<file path="src/rtl/zom_spawn_scheduler_if.sv">
// Signal bundle between game control (master) and the zombie spawn scheduler (slave).
interface zom_spawn_scheduler_if #(
  parameter int unsigned NUM_SLOTS = 10,
  parameter int unsigned ROWS      = 5,
  parameter int unsigned ROW_W     = (ROWS > 1) ? $clog2(ROWS) : 1
);
  logic                 frame_tick;
  logic                 game_run;
  logic [NUM_SLOTS-1:0] zom_live;
  logic [NUM_SLOTS-1:0] spawn_req;
  logic [ROW_W-1:0]     spawn_row;
  logic [3:0]           wave;
  logic                 wave_done;
  logic                 busy;

  modport master (
    output frame_tick, game_run, zom_live,
    input  spawn_req, spawn_row, wave, wave_done, busy
  );

  modport slave (
    input  frame_tick, game_run, zom_live,
    output spawn_req, spawn_row, wave, wave_done, busy
  );
endinterface

</file>
<file path="src/rtl/zom_spawn_scheduler.sv">
// Paces zombie spawns in waves, grants the lowest free slot and waits for it to go live.
// Define ZOM_SCHED_RANDROW_EN for LFSR-chosen rows; default is a round-robin row counter.
module zom_spawn_scheduler #(
  parameter int unsigned NUM_SLOTS      = 10,
  parameter int unsigned ROWS           = 5,
  parameter int unsigned WAVE_SIZE      = 6,
  parameter int unsigned SPAWN_INTERVAL = 120,
  parameter int unsigned INTERVAL_STEP  = 10,
  parameter int unsigned MIN_INTERVAL   = 30,
  parameter int unsigned WAVE_GAP       = 180,
  parameter int unsigned ACK_TIMEOUT    = 16
) (
  input logic                  MAX10_CLK1_50,
  input logic                  Reset,
  zom_spawn_scheduler_if.slave bus
);
  localparam int unsigned ROW_W = (ROWS > 1) ? $clog2(ROWS) : 1;
  localparam int unsigned IDX_W = (NUM_SLOTS > 1) ? $clog2(NUM_SLOTS) : 1;
  localparam int unsigned SPN_W = $clog2(WAVE_SIZE + 1);
  localparam int unsigned ACK_W = $clog2(ACK_TIMEOUT + 1);

  typedef enum logic [2:0] {S_IDLE, S_WAIT, S_PICK, S_ISSUE, S_ACK, S_GAP} state_e;

  state_e               state_q, state_d;
  logic [3:0]           wave_q, wave_d;
  logic [SPN_W-1:0]     spawned_q, spawned_d;
  logic [15:0]          timer_q, timer_d;
  logic [IDX_W-1:0]     idx_q, idx_d;
  logic [ACK_W-1:0]     ack_cnt_q, ack_cnt_d;
  logic [NUM_SLOTS-1:0] spawn_req_q, spawn_req_d;
  logic [ROW_W-1:0]     spawn_row_q, spawn_row_d;
  logic                 wave_done_q, wave_done_d;
  logic                 busy_q, busy_d;
`ifdef ZOM_SCHED_RANDROW_EN
  logic [7:0]           lfsr_q, lfsr_d;
`else
  logic [ROW_W-1:0]     row_q, row_d;
`endif
  logic [ROW_W-1:0]     pick_row;
  logic                 free_found;
  logic [IDX_W-1:0]     free_idx;

  // Clamp before subtracting so late waves never wrap below the floor.
  function automatic logic [15:0] interval_of(input logic [3:0] w);
    logic [15:0] dec;
    logic [15:0] head;
    dec  = (16'(w) - 16'd1) * 16'(INTERVAL_STEP);
    head = (SPAWN_INTERVAL > MIN_INTERVAL) ? 16'(SPAWN_INTERVAL - MIN_INTERVAL) : '0;
    return (dec >= head) ? 16'(MIN_INTERVAL) : (16'(SPAWN_INTERVAL) - dec);
  endfunction

  always_comb begin
    free_found = 1'b0;
    free_idx   = '0;
    for (int unsigned i = 0; i < NUM_SLOTS; i++) begin
      if (!bus.zom_live[i] && !free_found) begin
        free_found = 1'b1;
        free_idx   = IDX_W'(i);
      end
    end
  end

  always_comb begin
    state_d     = state_q;
    wave_d      = wave_q;
    spawned_d   = spawned_q;
    timer_d     = timer_q;
    idx_d       = idx_q;
    ack_cnt_d   = ack_cnt_q;
    spawn_req_d = '0;
    spawn_row_d = '0;
    wave_done_d = 1'b0;
`ifdef ZOM_SCHED_RANDROW_EN
    lfsr_d   = {lfsr_q[6:0], lfsr_q[7] ^ lfsr_q[5] ^ lfsr_q[4] ^ lfsr_q[3]};
    pick_row = ROW_W'(lfsr_q % 8'(ROWS));
`else
    row_d    = row_q;
    pick_row = row_q;
`endif

    unique case (state_q)
      S_IDLE: begin
        if (bus.game_run) begin
          state_d   = S_WAIT;
          wave_d    = 4'd1;
          spawned_d = '0;
          timer_d   = 16'(SPAWN_INTERVAL);
        end
      end
      S_WAIT: begin
        if (bus.frame_tick && timer_q != '0) timer_d = timer_q - 16'd1;
        if (spawned_q == SPN_W'(WAVE_SIZE) && bus.zom_live == '0) begin
          state_d     = S_GAP;
          wave_done_d = 1'b1;
          timer_d     = 16'(WAVE_GAP);
        end else if (timer_q == '0 && spawned_q < SPN_W'(WAVE_SIZE)) begin
          state_d = S_PICK;
        end
      end
      S_PICK: begin
        if (free_found) begin
          state_d     = S_ISSUE;
          idx_d       = free_idx;
          spawn_req_d = NUM_SLOTS'(1) << free_idx;
          spawn_row_d = pick_row;
        end else begin
          state_d = S_WAIT;
          timer_d = 16'd1;
        end
      end
      S_ISSUE: begin
        state_d   = S_ACK;
        ack_cnt_d = '0;
      end
      S_ACK: begin
        if (bus.zom_live[idx_q]) begin
          state_d   = S_WAIT;
          spawned_d = spawned_q + SPN_W'(1);
          timer_d   = interval_of(wave_q);
`ifndef ZOM_SCHED_RANDROW_EN
          row_d     = (row_q == ROW_W'(ROWS - 1)) ? '0 : row_q + ROW_W'(1);
`endif
        end else if (ack_cnt_q == ACK_W'(ACK_TIMEOUT - 1)) begin
          state_d = S_WAIT;
          timer_d = 16'd1;
        end else begin
          ack_cnt_d = ack_cnt_q + ACK_W'(1);
        end
      end
      S_GAP: begin
        if (bus.frame_tick && timer_q != '0) timer_d = timer_q - 16'd1;
        if (timer_q == '0) begin
          state_d   = S_WAIT;
          wave_d    = (wave_q == 4'd15) ? 4'd15 : wave_q + 4'd1;
          spawned_d = '0;
          timer_d   = interval_of(wave_d);
        end
      end
      default: state_d = S_IDLE;
    endcase

    // Leaving play overrides everything, including a spawn about to be issued.
    if (!bus.game_run) begin
      state_d     = S_IDLE;
      wave_d      = '0;
      spawned_d   = '0;
      timer_d     = '0;
      spawn_req_d = '0;
      spawn_row_d = '0;
      wave_done_d = 1'b0;
    end
    busy_d = (state_d != S_IDLE);
  end

  always_ff @(posedge MAX10_CLK1_50) begin
    if (Reset) begin
      state_q     <= S_IDLE;
      wave_q      <= '0;
      spawned_q   <= '0;
      timer_q     <= '0;
      idx_q       <= '0;
      ack_cnt_q   <= '0;
      spawn_req_q <= '0;
      spawn_row_q <= '0;
      wave_done_q <= 1'b0;
      busy_q      <= 1'b0;
`ifdef ZOM_SCHED_RANDROW_EN
      lfsr_q      <= 8'hA5;
`else
      row_q       <= '0;
`endif
    end else begin
      state_q     <= state_d;
      wave_q      <= wave_d;
      spawned_q   <= spawned_d;
      timer_q     <= timer_d;
      idx_q       <= idx_d;
      ack_cnt_q   <= ack_cnt_d;
      spawn_req_q <= spawn_req_d;
      spawn_row_q <= spawn_row_d;
      wave_done_q <= wave_done_d;
      busy_q      <= busy_d;
`ifdef ZOM_SCHED_RANDROW_EN
      lfsr_q      <= lfsr_d;
`else
      row_q       <= row_d;
`endif
    end
  end

  assign bus.spawn_req = spawn_req_q;
  assign bus.spawn_row = spawn_row_q;
  assign bus.wave      = wave_q;
  assign bus.wave_done = wave_done_q;
  assign bus.busy      = busy_q;
endmodule

</file>
<file path="src/flat_wrapper.sv">
// flat-port wrapper written by rule: the top's interface ports become plain ports
module zom_spawn_scheduler_flat 
#(
  parameter int unsigned NUM_SLOTS      = 10,
  parameter int unsigned ROWS           = 5,
  parameter int unsigned WAVE_SIZE      = 6,
  parameter int unsigned SPAWN_INTERVAL = 120,
  parameter int unsigned INTERVAL_STEP  = 10,
  parameter int unsigned MIN_INTERVAL   = 30,
  parameter int unsigned WAVE_GAP       = 180,
  parameter int unsigned ACK_TIMEOUT    = 16
)
  (MAX10_CLK1_50, Reset, bus_frame_tick, bus_game_run, bus_zom_live, bus_spawn_req, bus_spawn_row, bus_wave, bus_wave_done, bus_busy);
  zom_spawn_scheduler_if #(.NUM_SLOTS(NUM_SLOTS), .ROWS(ROWS)) bus_i ();
  input logic MAX10_CLK1_50;
  input logic Reset;
  input wire logic [$bits(bus_i.frame_tick)-1:0] bus_frame_tick;
  input wire logic [$bits(bus_i.game_run)-1:0] bus_game_run;
  input wire logic [$bits(bus_i.zom_live)-1:0] bus_zom_live;
  output wire logic [$bits(bus_i.spawn_req)-1:0] bus_spawn_req;
  output wire logic [$bits(bus_i.spawn_row)-1:0] bus_spawn_row;
  output wire logic [$bits(bus_i.wave)-1:0] bus_wave;
  output wire logic [$bits(bus_i.wave_done)-1:0] bus_wave_done;
  output wire logic [$bits(bus_i.busy)-1:0] bus_busy;
  assign bus_i.frame_tick = bus_frame_tick;
  assign bus_i.game_run = bus_game_run;
  assign bus_i.zom_live = bus_zom_live;
  assign bus_spawn_req = bus_i.spawn_req;
  assign bus_spawn_row = bus_i.spawn_row;
  assign bus_wave = bus_i.wave;
  assign bus_wave_done = bus_i.wave_done;
  assign bus_busy = bus_i.busy;
  zom_spawn_scheduler #(.NUM_SLOTS(NUM_SLOTS), .ROWS(ROWS), .WAVE_SIZE(WAVE_SIZE), .SPAWN_INTERVAL(SPAWN_INTERVAL), .INTERVAL_STEP(INTERVAL_STEP), .MIN_INTERVAL(MIN_INTERVAL), .WAVE_GAP(WAVE_GAP), .ACK_TIMEOUT(ACK_TIMEOUT)) u_core (.MAX10_CLK1_50(MAX10_CLK1_50), .Reset(Reset), .bus(bus_i));
endmodule
</file>
<file path="config.mk">
export PLATFORM = sky130hd
export DESIGN_NAME = zom_spawn_scheduler_flat
export DESIGN_NICKNAME = d
export VERILOG_FILES = /design/src/rtl/zom_spawn_scheduler_if.sv /design/src/rtl/zom_spawn_scheduler.sv /design/src/flat_wrapper.sv
export SDC_FILE = /design/constraint.sdc
export NUM_CORES = 1
export LEC_CHECK = 0
export ABC_AREA = 1
export BUFFER_PORTS_ARGS = -buffer_cell sky130_fd_sc_hd__buf_2
export CORE_MARGIN = 2
export CORE_UTILIZATION = 40
export DETAILED_ROUTE_END_ITERATION = 7
export PLACE_DENSITY = 0.57
export SLEW_MARGIN = 20
export SYNTH_ARGS = -nofsm -noshare
export SYNTH_HDL_FRONTEND = slang
export SYNTH_SLANG_ARGS = --single-unit
</file>
<file path="constraint.sdc">
create_clock -name MAX10_CLK1_50 -period 10.9 [get_ports MAX10_CLK1_50]
set_input_delay 1.09 -clock MAX10_CLK1_50 [delete_from_list [all_inputs] [get_ports MAX10_CLK1_50]]
set_output_delay 1.09 -clock MAX10_CLK1_50 [all_outputs]
set_load 0.05 [all_outputs]
</file>
=== After elaboration in Yosys (flattened, before gate mapping) ===
Cells that the tools add are included.

* Flip-flop bits (word level): 53
* Bits in latches: 0
* Bits in writable memories: 0
* Bits in read-only memories: 0
* Input port bits: 14
* Output and inout bits: 19
* Logic and storage cells: 142
* Memories: 0

* $add $sub $neg: 9
* Multiply operators: 2
* Divide/modulo/power cells: 0
* $lt $le $gt $ge: 4
* Equality and inequality tests: 15
* Shift operators: 1
* Muxes and demuxes: 49
* Bitwise gates (word level): 4
* Reductions and logical operators: 47

{| class="wikitable"
|+ Operators with widths
! operator !! number
|-
| 2-to-1 mux 16 bit || 8
|-
| case mux 16 bit (5 select lines) || 1
|-
| 2-to-1 mux 3 bit || 13
|-
| >= comparator 16 x 7 -> 1 bit, second input constant || 2
|-
| multiplier 16 x 3 -> 15 bit, second input constant || 2
|-
| subtractor 7 x 16 -> 16 bit, first input constant || 2
|-
| case mux 3 bit (6 select lines) || 1
|-
| logical NOT 1 bit || 17
|-
| logical NOT 16 bit || 1
|-
| 2-to-1 mux 4 bit || 4
|-
| nonzero test 16 bit || 1
|-
| subtractor 16 x 1 -> 16 bit, second input constant || 1
|-
| 2-to-1 mux 1 bit || 13
|-
| == test 3 bit, second input constant || 4
|-
| logical AND 1 bit || 12
|-
| logical NOT 10 bit || 1
|-
| 2-to-1 mux 5 bit || 2
|-
| case mux 5 bit (2 select lines) || 1
|-
| << shifter 1 x 4 -> 10 bit, first input constant || 1
|-
| subtractor 4 x 1 -> 5 bit, second input constant || 2
|-
| case mux 3 bit (3 select lines) || 1
|-
| AND reduction 3 bit || 3
|-
| case mux 4 bit (2 select lines) || 1
|-
| adder 3 x 1 -> 3 bit, second input constant || 2
|-
| 22 further kinds || 35
|}

=== Logic depth before layout (Yosys ltp) ===
* Depth after elaboration: 31
* Depth in mapped cells: 28
* Gate-level depth less buffers: 27

=== Worst setup path before layout ===
Ideal clock, no wire load.

* Path type: reg-to-reg
* From: reg u_core.wave_q[0], in the netlist u_core.bus.wave[0]
* To: reg u_core.timer_q[4]
* Arrival: 4.175 ns
* Setup slack: 6.605 ns
* Stages on the path, launching flop included: 25
* Period minus slack after synthesis: 4.295 ns
* Path through: dfxtp_1 -> buf_4 -> inv_1 -> ha_1 -> inv_1 -> nand2_1 -> inv_1 -> ha_1 -> nand4_4 -> nor2_4 -> ha_1 -> ha_1 -> nand2_1 -> a21oi_1 -> inv_1 -> ha_1 -> inv_1 -> nor2_1 -> nand3_1 -> nor2_2 -> nand3_2 -> nor2_4 -> nand2_4 -> o21ai_0 -> a21oi_1

* Cells in the longest elaborated chain, start to end: 8
* Elaborated cells on any way between the ends: 16
* Classes of those cells: add/sub (5); mul (2); order compare (2); eq/ne (1); mux (6)

{| class="wikitable"
|+ RTL lines
! element !! RTL line !! source
|-
| start, declared || zom_spawn_scheduler.sv:25 || <nowiki>logic [3:0] wave_q, wave_d;</nowiki>
|-
| start signal, assigned || zom_spawn_scheduler.sv:174 || <nowiki>wave_q <= wave_d;</nowiki>
|-
| adder 4 x 1 -> 4 bit / == test 4 bit (equally long branches) || zom_spawn_scheduler.sv:134 || <nowiki>wave_d = (wave_q == 4'd15) ? 4'd15 : wave_q + 4'd1;</nowiki>
|-
| 2-to-1 mux 4 bit || zom_spawn_scheduler.sv:134 ||
|-
| subtractor 4 x 1 -> 5 bit || zom_spawn_scheduler.sv:47 || <nowiki>dec = (16'(w) - 16'd1) * 16'(INTERVAL_STEP);</nowiki>
|-
| multiplier 16 x 3 -> 15 bit || zom_spawn_scheduler.sv:47 ||
|-
| subtractor 7 x 16 -> 16 bit / >= comparator 16 x 7 -> 1 bit (equally long branches) || zom_spawn_scheduler.sv:49 || <nowiki>return (dec >= head) ? 16'(MIN_INTERVAL) : (16'(SPAWN_INTERVAL) - dec);</nowiki>
|-
| 2-to-1 mux 16 bit || zom_spawn_scheduler.sv:49 ||
|-
| 2-to-1 mux 16 bit || zom_spawn_scheduler.sv:132 || <nowiki>if (timer_q == '0) begin</nowiki>
|-
| case mux 16 bit (5 select lines) * || zom_spawn_scheduler.sv:81 || <nowiki>unique case (state_q)</nowiki>
|-
| end signal, assigned || zom_spawn_scheduler.sv:176 || <nowiki>timer_q <= timer_d;</nowiki>
|-
| end, declared || zom_spawn_scheduler.sv:27 || <nowiki>logic [15:0] timer_q, timer_d;</nowiki>
|}

Mark *: on every way between the ends. The rest lies on a longest branch, timed or not.
A chain may end at the register's enable or synchronous reset.

=== Worst setup path in the final report ===
* From: reg u_core.wave_q[0], in the netlist u_core.bus.wave[0]
* To: reg u_core.timer_q[10]

Same word-level chain as after synthesis.

==> impl_summary.txt <==
----------------------------------------------------
[Timing]
  Final Hold Vio Count ... 0
  Crit share post-route ... 40.91%
  Final number of setup-violating endpoints ... 0
  Final Critical Period ... 4459 ps
  Final sum of negative setup slack ... 0 ps
  Worst-Margin Slew ... 577.8 ps
  Peak clock frequency supported by timing ... 224.3 MHz
  Clock skew after layout ... 11.07 ps
  Max-slew violation count ... 0
  Hold WS ... 485.4 ps
  Unrepaired setup endpoints after global routing ... no
  Worst slew margin ... 61.07%

[Critical path]
  Critical path peak fanout ... 11
  Crit Path Class ... reg -> reg
  Data arrival time of the worst path ... 4700 ps
  Critical path capture point type ... flip-flop
  Worst setup SP type ... flip-flop
  Required time reported for the critical path endpoint ... 11140 ps
  Worst r2r path cells ... 26
  Worst setup startpoint ... u_core.bus.wave[0]
  Internal reg-to-reg setup slack ... 6440 ps
  Start of the worst register-to-register path ... u_core.bus.wave[0]
  Critical register-to-register path endpoint ... u_core.timer_q[10]
  Capture point of the critical path ... u_core.timer_q[10]

[Synth]
  Fraction of synthesis flops using an asynchronous set or reset pin ... 0%
  Most common flop cell mapped by yosys ... sky130_fd_sc_hd__dfxtp_1
  Adder-cell share of the synthesized area ... 9.734%
  Post-Synth Simple-Gate Area ... 40.44%
  Warning count from the yosys run ... 0
  Netlist area before placement ... 0.004653 sq mm
  Net Count, Synth ... 754
  Largest family of logic cells by synthesized area ... simple AND/OR/NAND/NOR gates
  Post-synthesis instance total ... 705
  Post-synthesis compound-gate area fraction ... 11.70%
  XOR/XNOR share of the synthesized area ... 5.082%
  Avg Inst Size Synth ... 6.600 sq um
  Number of enable flip-flop cells after synthesis ... 0
  Count of distinct cell types in the synthesized netlist ... 45
  Post-synthesis sequential area ratio ... 22.80%
  Share of synthesized area spent on multiplexers ... 0%
  Post-synthesis sequential element count ... 53

[Clock tree]
  Number of buffers created by CTS ... 5
  Post-cts repair resize count ... 0
  Hold_buf cts ... 0
  H-tree lvl count ... 2
  Clk slew on worst S/H paths ... 80 ps
  CTS tree ... built
  Clock sink count ... 53
  Setup fix buffers added after clock tree synthesis ... 0
  Worst-Skew Late Latency ... 300 ps
  Clock Root Buffer ... sky130_fd_sc_hd__clkbuf_16
  Clock Tree Buf Depth ... 2

[Global routing]
  Pin count of the biggest net entering global routing ... 28
  Number of antenna violations at the first check in global routing ... 0
  Gr ovfl total ... 0
  Total global-route track usage ... 18.89%
  Vias in the first global route ... 4215
  Wire length of the first global-routing pass ... 19750 microns

[Power]
  Maximum vdd drop ... 70.84 uV
  Leak pwr ... 0.002459 uW
  Overall power after layout ... 544.4 uW
  Power per standard cell area ... 107.3 mW/mm^2

[Placement]
  Port buffer count ... 32
  RePlAce Congestion ... 0.8999
  Post-place instance area ... 0.004927 sq mm
  Placed wire-length estimate ... 9283 microns

[Floorplanning]
  Site row count ... 39
  Initial cell density of the core ... 40.93%
  Die height ... 111.9 microns
  Core outline area ... 0.01137 sq mm
  Die width ... 111.9 microns
  Die ar. ... 0.01251 sq mm
  Ports ... 33

[Routing]
  Number of search-and-repair iterations in the first detailed-routing pass ... 5
  WL per Instance ... 13.06 microns
  Via count ... 4423
  Count of nets left with antenna violations after detail routing ... 0
  Via-to-Cell Ratio ... 5.032
  Final routed wirelength across all metal layers ... 11480 microns
  Number of DRC violations after detailed routing ... 0
  DRC marker count from the first detailed-route iteration ... 242

[Cells and area]
  Core occupancy in the finished layout ... 44.62%
  Antenna diode instance count ... 0
  Nets ... 784
  Layout cell share with drive strength beyond 1 ... 15.08%
  Area growth syn-to-layout ... 9.035%
  Area of all placed cells without fillers ... 0.005074 sq mm

[Min path]
  Hold Startpoint ... u_core.pick_row[2]
  Type of the worst min-delay path ... reg -> reg

[Run status]
  Result of the run ... complete, no violations

[Run]
  Max-Cap Viols ... 0

----------------------------------------------------
==> cells in the final DEF (no fill, tap or decap), types with 2 or more instances in the layout <==
cell type                   count
sky130_fd_sc_hd__inv_2         15
sky130_fd_sc_hd__dfxtp_1       53
sky130_fd_sc_hd__nor3_1        13
sky130_fd_sc_hd__o211ai_1       9
sky130_fd_sc_hd__o211ai_2       2
sky130_fd_sc_hd__nand4_1       12
sky130_fd_sc_hd__nor2_1        88
sky130_fd_sc_hd__nand2_1      161
sky130_fd_sc_hd__o21ai_4        2
sky130_fd_sc_hd__o21ai_1        5
sky130_fd_sc_hd__a31oi_1        4
sky130_fd_sc_hd__nor2_2         8
sky130_fd_sc_hd__nand2_2       11
sky130_fd_sc_hd__o21ai_0       30
sky130_fd_sc_hd__buf_2         32
sky130_fd_sc_hd__nor3_4         2
sky130_fd_sc_hd__o221ai_1       2
sky130_fd_sc_hd__nand3_4        2
sky130_fd_sc_hd__fa_1           2
sky130_fd_sc_hd__xor2_1        19
sky130_fd_sc_hd__nor2_4         9
sky130_fd_sc_hd__clkbuf_16      5
sky130_fd_sc_hd__nand2_4        5
sky130_fd_sc_hd__xnor2_1        8
sky130_fd_sc_hd__nand3_1       54
sky130_fd_sc_hd__inv_1         91
sky130_fd_sc_hd__nand3_2        4
sky130_fd_sc_hd__a21oi_1       33
sky130_fd_sc_hd__ha_1          33
sky130_fd_sc_hd__nand3b_1       4
sky130_fd_sc_hd__nor2_8         2
==> stage by stage <==
step / instances / setup WS (ps)
final: 879 / 6441
after global routing: 879 / 6078
after CTS: 879 / 6441
after detailed placement: 871 / 6488
after global placement: 871 / 6677
after floorplan: 705 / 6605
==> state kept, by name, indices dropped and copies added (netlist names) <==
name / cells
u_core.timer_q: 16
u_core.idx_q: 4
u_core.pick_row: 3
u_core.bus.busy: 1
u_core.bus.spawn_req: 10
u_core.state_q: 3
u_core.ack_cnt_q: 5
u_core.bus.wave_done: 1
u_core.bus.wave: 4
u_core.bus.spawn_row: 3
u_core.spawned_q: 3
==> routing by layer <==
layer / routed length (microns) / part of all wire, % / track usage, %
met5: 0 / 0 / 0
met1: 5675 / 49 / 25.76
met4: 170 / 1.5 / 4.280
met2: 5305 / 46 / 31.72
met3: 329 / 2.9 / 2.722
==> how the worst min path moves through the flow <==
stage               slack (ps)                      end  cells past startpoint
finish                     490  u_core.bus.spawn_row[2]                      2
global route               520          u_core.idx_q[2]                      2
CTS                        490  u_core.bus.spawn_row[2]                      2
detailed placement         480  u_core.bus.spawn_row[2]                      2
global placement           470  u_core.bus.spawn_row[2]                      2
floorplan                  440  u_core.bus.spawn_row[2]                      2
==> cells in the mapped netlist, drive strengths merged, types with 2 or more instances <==
cell type	instances	area [sq um]
a21oi	34	173.9
a31oi	4	25.02
buf	6	56.30
clkbuf	4	16.26
dfxtp	53	1061
fa	2	40.04
ha	33	412.9
inv	107	404.1
nand2	177	729.5
nand3	60	345.3
nand3b	5	50.05
nand4	14	108.9
nor2	107	521.8
nor3	16	107.6
o211ai	11	92.58
o21ai	38	216.5
o221ai	2	17.52
xnor2	8	70.07
xor2	19	166.4
==> power by group <==
part	internal, uW	leakage [uW]	switching (uW)	total [uW]
Sequential	197	0.000429	5.43	202
Clock	85.7	0.0000702	76.0	162
Combinational	63.3	0.00196	117	181
Total	346	0.00246	199	544
==> logic make-up (layout without fill, tap and decap cells) <==
family	Yosys count	after routing
simple gates	382	382
fa+ha+maj	35	35
buf+inv	117	148
flops	53	53
xor+xnor	27	27
compound gates	91	91
==> critical path: stages (launching register included) <==
cell and delay (ps):
sky130_fd_sc_hd__dfxtp_1 560, sky130_fd_sc_hd__inv_1 180, sky130_fd_sc_hd__ha_1 340, sky130_fd_sc_hd__inv_1 110, sky130_fd_sc_hd__nand2_1 100, sky130_fd_sc_hd__inv_1 70, sky130_fd_sc_hd__ha_1 220, sky130_fd_sc_hd__nand4_4 180
sky130_fd_sc_hd__nor2_4 260, sky130_fd_sc_hd__ha_1 270, sky130_fd_sc_hd__ha_1 330, sky130_fd_sc_hd__nand2_1 80, sky130_fd_sc_hd__a21oi_1 170, sky130_fd_sc_hd__inv_1 80, sky130_fd_sc_hd__ha_1 320, sky130_fd_sc_hd__inv_1 60
sky130_fd_sc_hd__nor2_1 170, sky130_fd_sc_hd__nand3_1 120, sky130_fd_sc_hd__nor2_2 130, sky130_fd_sc_hd__nand3_2 90, sky130_fd_sc_hd__nor2_4 150, sky130_fd_sc_hd__nand2_4 80, sky130_fd_sc_hd__nor2_4 80, sky130_fd_sc_hd__nand2_1 60
sky130_fd_sc_hd__nand3_1 70, sky130_fd_sc_hd__nand2_1 60, sky130_fd_sc_hd__inv_1 60
==> area by class of cell <==
cell class | count | area, sq um
Tap cell | 143 | 178.9
Clock buffer | 5 | 125.1
Sequential cell | 53 | 1061
Clock inverter | 3 | 21.27
Multi-Input combinational cell | 535 | 3115
Fill cell | 1223 | 6296
Timing Repair Buffer | 33 | 167.7
Inverter | 107 | 404.1
Power figures use the tool's default switching activity.
